`config.mk`:
```
export PLATFORM = sky130hd
export DESIGN_NAME = uart_rx
export DESIGN_NICKNAME = d
export VERILOG_FILES = /design/src/rtl/uart_pkg.sv /design/src/rtl/uart_rx_sync.sv /design/src/rtl/uart_rx.sv
export SDC_FILE = /design/constraint.sdc
export NUM_CORES = 1
export LEC_CHECK = 0
export CORE_AREA = 2 2 81 83
export CTS_CLUSTER_SIZE = 8
export DETAILED_ROUTE_END_ITERATION = 6
export DIE_AREA = 0 0 83 85
export PLACE_DENSITY = 0.76
export SYNTH_ARGS = -nofsm -noshare
export SYNTH_HDL_FRONTEND = slang
export SYNTH_HIERARCHICAL = 1
export SYNTH_SLANG_ARGS = --single-unit
```
`constraint.sdc`:
```
create_clock -name mclk -period 2.55 [get_ports mclk]
set_input_delay 0.6375 -clock mclk [delete_from_list [all_inputs] [get_ports mclk]]
set_output_delay 0.6375 -clock mclk [all_outputs]
set_load 0.005 [all_outputs]
```
`src/rtl/uart_pkg.sv`:
```
// uart_pkg: constants and types shared by the uart_tx / uart_rx pair.
package uart_pkg;

    // Data bits per frame, sent LSB first. Only 8 is supported.
    localparam int DATA_BITS = 8;

    // parity_sel encodings; 2'b11 behaves like PAR_NONE
    localparam logic [1:0] PAR_NONE = 2'b00;
    localparam logic [1:0] PAR_ODD  = 2'b01;
    localparam logic [1:0] PAR_EVEN = 2'b10;

    // stop_sel encodings
    localparam logic STOP_ONE = 1'b0;
    localparam logic STOP_TWO = 1'b1;

    // Receiver state encoding
    typedef enum logic [2:0] {
        IDLE   = 3'd0,
        START  = 3'd1,
        DATA   = 3'd2,
        PARITY = 3'd3,
        STOP   = 3'd4
    } rx_state_e;

    // True when the parity selection carries a parity bit on the line
    function automatic logic parity_enabled(input logic [1:0] sel);
        return (sel == PAR_ODD) || (sel == PAR_EVEN);
    endfunction

endpackage

```
`src/rtl/uart_rx_sync.sv`:
```
// uart_rx_sync: SYNC_STAGES-deep metastability synchroniser for rxd with a
// falling-edge strobe and the per-cycle sample value used by the receiver.
// Optional feature: define UART_RX_MAJORITY_EN to make rx_sample the 2-of-3
// majority of the synchronised line around the current cycle.
module uart_rx_sync #(
    parameter int SYNC_STAGES = 2
) (
    input  logic mclk,
    input  logic n_reset,
    input  logic rxd,
    output logic rx_fall,
    output logic rx_sample
);

    logic [SYNC_STAGES-1:0] sync_q;
    logic [SYNC_STAGES-1:0] sync_d;
    logic                   prev_q;
    logic                   prev_d;
    logic                   rxd_s;

    assign rxd_s = sync_q[SYNC_STAGES-1];

    // Shift the raw line into the chain; keep last cycle's rxd_s for edge detect
    always_comb begin
        sync_d = {sync_q[SYNC_STAGES-2:0], rxd};
        prev_d = rxd_s;
    end

    // Register stages; reset to the idle-high line level so reset never looks like an edge
    always_ff @(posedge mclk) begin
        if (!n_reset) begin
            sync_q <= '1;
            prev_q <= 1'b1;
        end else begin
            sync_q <= sync_d;
            prev_q <= prev_d;
        end
    end

    assign rx_fall = prev_q & ~rxd_s;

`ifdef UART_RX_MAJORITY_EN
    // prev_q is rxd_s one cycle ago and the stage feeding rxd_s is its value one
    // cycle ahead, so the vote over mid-1/mid/mid+1 is available at count == mid.
    logic rxd_next;
    assign rxd_next  = sync_q[SYNC_STAGES-2];
    assign rx_sample = (prev_q & rxd_s) | (prev_q & rxd_next) | (rxd_s & rxd_next);
`else
    assign rx_sample = rxd_s;
`endif

endmodule

```
`src/rtl/uart_rx.sv`:
```
// uart_rx: asynchronous serial receiver, the receive end of the uart_tx link.
// Samples each bit mid-period, checks parity and stop bits, and delivers every
// frame (errored or not) as a one-cycle rx_valid strobe.
// Optional feature: UART_RX_MAJORITY_EN selects 2-of-3 majority sampling
// (implemented in uart_rx_sync); bit timing is unchanged by it.
module uart_rx #(
    parameter int DATA_BITS   = 8,
    parameter int SYNC_STAGES = 2
) (
    input  logic                 mclk,
    input  logic                 n_reset,
    input  logic                 rxd,
    input  logic [15:0]          baud_max_cnt,
    input  logic [1:0]           parity_sel,
    input  logic                 stop_sel,
    output logic [DATA_BITS-1:0] rx_data,
    output logic                 rx_valid,
    output logic                 parity_err,
    output logic                 frame_err,
    output logic                 busy
);

    import uart_pkg::*;

    localparam logic [2:0] LAST_BIT = 3'(DATA_BITS - 1);

    rx_state_e            state_q, state_d;
    logic [15:0]          cnt_q, cnt_d;
    logic [2:0]           bit_q, bit_d;
    logic [DATA_BITS-1:0] shift_q, shift_d;
    logic                 par_acc_q, par_acc_d;
    logic                 frm_acc_q, frm_acc_d;
    logic                 second_q, second_d;
    logic [15:0]          bmc_q, bmc_d;
    logic [1:0]           par_q, par_d;
    logic                 stop_q, stop_d;
    logic [DATA_BITS-1:0] rx_data_q, rx_data_d;
    logic                 rx_valid_q, rx_valid_d;
    logic                 parity_err_q, parity_err_d;
    logic                 frame_err_q, frame_err_d;

    logic                 rx_fall;
    logic                 rx_sample;
    logic [15:0]          mid_cnt;
    logic                 at_mid;
    logic                 at_end;
    logic                 frm_now;
    logic                 par_bad;

    uart_rx_sync #(
        .SYNC_STAGES (SYNC_STAGES)
    ) u_sync (
        .mclk      (mclk),
        .n_reset   (n_reset),
        .rxd       (rxd),
        .rx_fall   (rx_fall),
        .rx_sample (rx_sample)
    );

    assign mid_cnt = {1'b0, bmc_q[15:1]};
    assign at_mid  = (cnt_q == mid_cnt);
    assign at_end  = (cnt_q == bmc_q);
    assign frm_now = frm_acc_q | ~rx_sample;
    assign par_bad = (par_q == PAR_ODD) ? ~((^shift_q) ^ rx_sample)
                                        :  ((^shift_q) ^ rx_sample);

    // Next-state, bit timing and frame assembly; the counter restarts on every state entry
    always_comb begin
        state_d      = state_q;
        cnt_d        = cnt_q + 16'd1;
        bit_d        = bit_q;
        shift_d      = shift_q;
        par_acc_d    = par_acc_q;
        frm_acc_d    = frm_acc_q;
        second_d     = second_q;
        bmc_d        = bmc_q;
        par_d        = par_q;
        stop_d       = stop_q;
        rx_data_d    = rx_data_q;
        rx_valid_d   = 1'b0;
        parity_err_d = parity_err_q;
        frame_err_d  = frame_err_q;

        unique case (state_q)
            IDLE: begin
                cnt_d = '0;
                if (rx_fall) begin
                    state_d   = START;
                    bmc_d     = baud_max_cnt;
                    par_d     = parity_sel;
                    stop_d    = stop_sel;
                    bit_d     = '0;
                    par_acc_d = 1'b0;
                    frm_acc_d = 1'b0;
                    second_d  = 1'b0;
                end
            end

            START: begin
                if (at_mid && rx_sample) begin
                    state_d = IDLE;
                    cnt_d   = '0;
                end else if (at_end) begin
                    state_d = DATA;
                    cnt_d   = '0;
                end
            end

            DATA: begin
                if (at_mid) begin
                    shift_d = {rx_sample, shift_q[DATA_BITS-1:1]};
                end
                if (at_end) begin
                    cnt_d = '0;
                    if (bit_q == LAST_BIT) begin
                        state_d = parity_enabled(par_q) ? PARITY : STOP;
                    end else begin
                        bit_d = bit_q + 3'd1;
                    end
                end
            end

            PARITY: begin
                if (at_mid) begin
                    par_acc_d = par_bad;
                end
                if (at_end) begin
                    state_d = STOP;
                    cnt_d   = '0;
                end
            end

            STOP: begin
                if (at_mid) begin
                    frm_acc_d = frm_now;
                    if (stop_q != STOP_TWO || second_q) begin
                        state_d      = IDLE;
                        cnt_d        = '0;
                        rx_valid_d   = 1'b1;
                        rx_data_d    = shift_q;
                        parity_err_d = par_acc_q;
                        frame_err_d  = frm_now;
                    end
                end else if (at_end) begin
                    second_d = 1'b1;
                    cnt_d    = '0;
                end
            end

            default: begin
                state_d = IDLE;
                cnt_d   = '0;
            end
        endcase
    end

    // State and datapath registers with synchronous active-low reset
    always_ff @(posedge mclk) begin
        if (!n_reset) begin
            state_q      <= IDLE;
            cnt_q        <= '0;
            bit_q        <= '0;
            shift_q      <= '0;
            par_acc_q    <= 1'b0;
            frm_acc_q    <= 1'b0;
            second_q     <= 1'b0;
            bmc_q        <= '0;
            par_q        <= PAR_NONE;
            stop_q       <= STOP_ONE;
            rx_data_q    <= '0;
            rx_valid_q   <= 1'b0;
            parity_err_q <= 1'b0;
            frame_err_q  <= 1'b0;
        end else begin
            state_q      <= state_d;
            cnt_q        <= cnt_d;
            bit_q        <= bit_d;
            shift_q      <= shift_d;
            par_acc_q    <= par_acc_d;
            frm_acc_q    <= frm_acc_d;
            second_q     <= second_d;
            bmc_q        <= bmc_d;
            par_q        <= par_d;
            stop_q       <= stop_d;
            rx_data_q    <= rx_data_d;
            rx_valid_q   <= rx_valid_d;
            parity_err_q <= parity_err_d;
            frame_err_q  <= frame_err_d;
        end
    end

    assign rx_data    = rx_data_q;
    assign rx_valid   = rx_valid_q;
    assign parity_err = parity_err_q;
    assign frame_err  = frame_err_q;
    assign busy       = (state_q != IDLE);

endmodule
```
==> results_dict.tcl <==
set metrics [dict create \
    outcome "finished clean" \
    setup_violating_endpoint_count_in_the_final_report 0 \
    route.detailed.wl_per_inst_um 14.2 \
    globalRoute.totalOverflow 0 \
    delay_heaviest_family_cp "buffers and inverters" \
    hold_viol_final 0 \
    synth_flop_cell "dfxtp_1" \
    vias_per_cell 5.21 \
    drt.antenna.violating_nets 0 \
    synth_area_leader_cell "dfxtp_1" \
    power.static_leakage_nw 1.38 \
    netlist_instances 354 \
    maxSlewHeadroom_pct 64.1 \
    antenna_violations_before_repair 0 \
    io_buffer_count 33 \
    postSynthNetCount 380 \
    path_cells "nor3_1, inv_1, clkdlybuf4s50_1" \
    ctsRootBufferMaster "clkbuf_8" \
    largest_vdd_supply_drop_v 0.000409 \
    critical_path_arrival_ns 1.69 \
    synthDominantCellAreaShare_pct 40.2 \
    rows 29 \
    dr.pass1.iters 4 \
    slowest_stage "clkdlybuf4s50_1" \
    first_pass_grt_wire_length_um 11000 \
    area.growth.synth_to_final_pct 18.2 \
    synthesis.area_um2 3290 \
    worst-setup-path-type "register to primary output" \
    initial_utilization_pct 53.0 \
    ys_warn_count 6 \
    worst_path_fanout_max 9 \
    post-synth-top-count-cell "dfxtp_1" \
    die_h_um 85 \
    clk-insertion-delay-late_ns 0.35 \
    longest_clk_path_bufs 2 \
    clock_sinks 66 \
    tightest_slew_ns 0.539 \
    worst_clock_skew_ns 0.00660 \
    num_antenna_cells 0 \
    fp.coreArea_um2 6200 \
    nets 415 \
    fmaxAchievable_mhz 430 \
    synth.top_cells.by_count "66 x dfxtp_1, 52 x nand2_1, 44 x xnor2_1" \
    share_of_layout_cells_above_drive_strength_1_pct 11.7 \
    weighted_congestion_reported_at_the_end_of_routability_driven_placement 0.910 \
    post_cts.resized_instances 0 \
    reg2reg_slack_ns 0.35 \
    routed-via-count 2455 \
    critPathRequiredTime_ns 1.91 \
    synth_enable_flop_cells 0 \
    cp.buffers_inverters 2 \
    max_cap_violations 0 \
    ys_async_sr_fraction_pct 0 \
    htreeDepth 3 \
    layout.filler_cells 514 \
    synth_cell_type_count 47 \
    initialDrtViolationCount 111 \
    hp-class "register to register" \
    pwr_density_cell_nw_per_um2 603 \
    totalWireLength_um 6710 \
    design.portCount 34 \
    synth_area_leaders "dfxtp_1 40%, xnor2_1 12%, nand2_1 5.9%" \
    final.min_clock_period_ns 2.32 \
    cts_hold_buf 0 \
    cts_setup_buffers 0 \
    grt_start_max_net_pins 31 \
    crit_path_largest_cell_delay_ns 0.47 \
    fin_setup_tns_ns 0 \
    setup.worst_path.start_class "register" \
    ys_ff_latch 66 \
    detailed_place_hpwl_um 4660 \
    mean_instance_size_in_the_synthesized_netlist_um2 9.28 \
    final_min_period_over_clock_period_pct 91.2 \
    grt_setup_unrepaired "false" \
    die-width_um 83 \
    number_of_global_route_vias_before_repair 2301 \
    drc 0 \
    tritoncts "built" \
    grt_use_total_pct 19.8 \
    ys_seq_area_share_pct 40.2 \
    clkSlewWorstSetupHoldPaths_ns 0.07 \
    worstSetupEndpointType "primary output" \
    drv_slew 0 \
    cts_made_buffers 9 \
    fp.dieArea_um2 7060 \
    total_power_mw 2.34 \
]
==> report_power, final <==
group,leakage (nW),switching [mW],internal (mW)
clock,0.117,0.400,0.604
sequential,0.533,0.0225,1.05
combinational,0.733,0.133,0.135
total,1.38,0.555,1.79
==> worst register-to-register path: stages (launching register included) <==
cell	delay (ns)
dfxtp_1	0.45
xnor2_1	0.20
nand4_1	0.21
nor4_4	0.43
buf_4	0.22
o22ai_1	0.10
or3_1	0.35
a21boi_0	0.16
==> kinds of logic after synthesis <==
group,after synthesis,share of synthesized area [%]
muxes,19,5.79
DFF,66,40.2
adders and majority gates,4,1.52
buffers and inverters,27,5.25
AOI/OAI and AO/OA,37,9.18
and+or+nand+nor,147,23.6
xor gates and xnor gates,54,14.4
==> metal layers <==
metal  up-vias  share of wire, %  track usage (%)
li1       1247                 -                -
met4         0               1.7             10.1
met3        11               4.5             3.70
met5         -                 0                0
met2        61                45             30.0
met1      1136                49             27.0
==> flip-flops by register name, indices dropped and copies added (netlist names), 2 cells and up <==
name / count
shift_q: 8
bit_q: 3
bmc_q: 16
par_q: 2
u_sync/sync_q: 2
rx_data: 8
cnt_q: 16
state_q: 3
==> path summary, 6_finish.rpt <==
path	depth (start not counted)	end	from
max reg2reg	7	state_q[2]$_SDFFE_PN0P_	cnt_q[1]$_SDFF_PN0_
max	3	busy	state_q[2]$_SDFFE_PN0P_
min	1	u_sync/sync_q[1]$_SDFF_PN1_	u_sync/sync_q[0]$_SDFF_PN1_
min reg2reg	1	u_sync/sync_q[1]$_SDFF_PN1_	u_sync/sync_q[0]$_SDFF_PN1_
==> cell type report <==
type,instances,area [µm²],share of cell area [%]
clock inverters,4,73.8,1.90
well taps,77,96.3,2.48
flip-flops and latches,66,1320,34.0
multi-input cells,261,1790,46.1
clock buffers,12,155,3.99
inverters,5,18.8,0.483
repair buffers,46,428,11.0
==> per-stage QoR <==
step	cells	utilization (%)	area (µm²)	setup slack, ns	hold slack, ns
floorplan	354	-	3290	0.335	0.386
global placement	455	58.9	3660	0.431	0.390
detailed placement	455	58.9	3660	0.376	0.408
CTS	471	62.6	3880	0.216	0.426
global route	471	62.6	3880	0.126	0.465
finish	471	62.6	3880	0.226	0.415
==> layout by cell type (no fill, tap or decap), drive strengths merged, types with 2 or more instances in the layout <==
master | netlist | final
buf | 6 | 13
a21boi | 20 | 20
clkinv | 0 | 2
clkbuf | 15 | 12
o211a | 2 | 2
nand3b | 2 | 2
bufinv | 0 | 2
nor4 | 2 | 2
o22ai | 3 | 3
nand4 | 10 | 10
nand2 | 52 | 52
clkdlybuf4s50 | 0 | 33
dfxtp | 66 | 66
a22oi | 3 | 3
and3 | 3 | 3
mux2i | 19 | 19
nand2b | 4 | 4
nor2 | 29 | 29
nand3 | 10 | 10
nor2b | 24 | 24
and2 | 3 | 3
ha | 4 | 4
nor3 | 2 | 2
xnor2 | 44 | 44
xor2 | 10 | 10
inv | 5 | 5
Note: power is estimated with default switching activity, not from simulation.
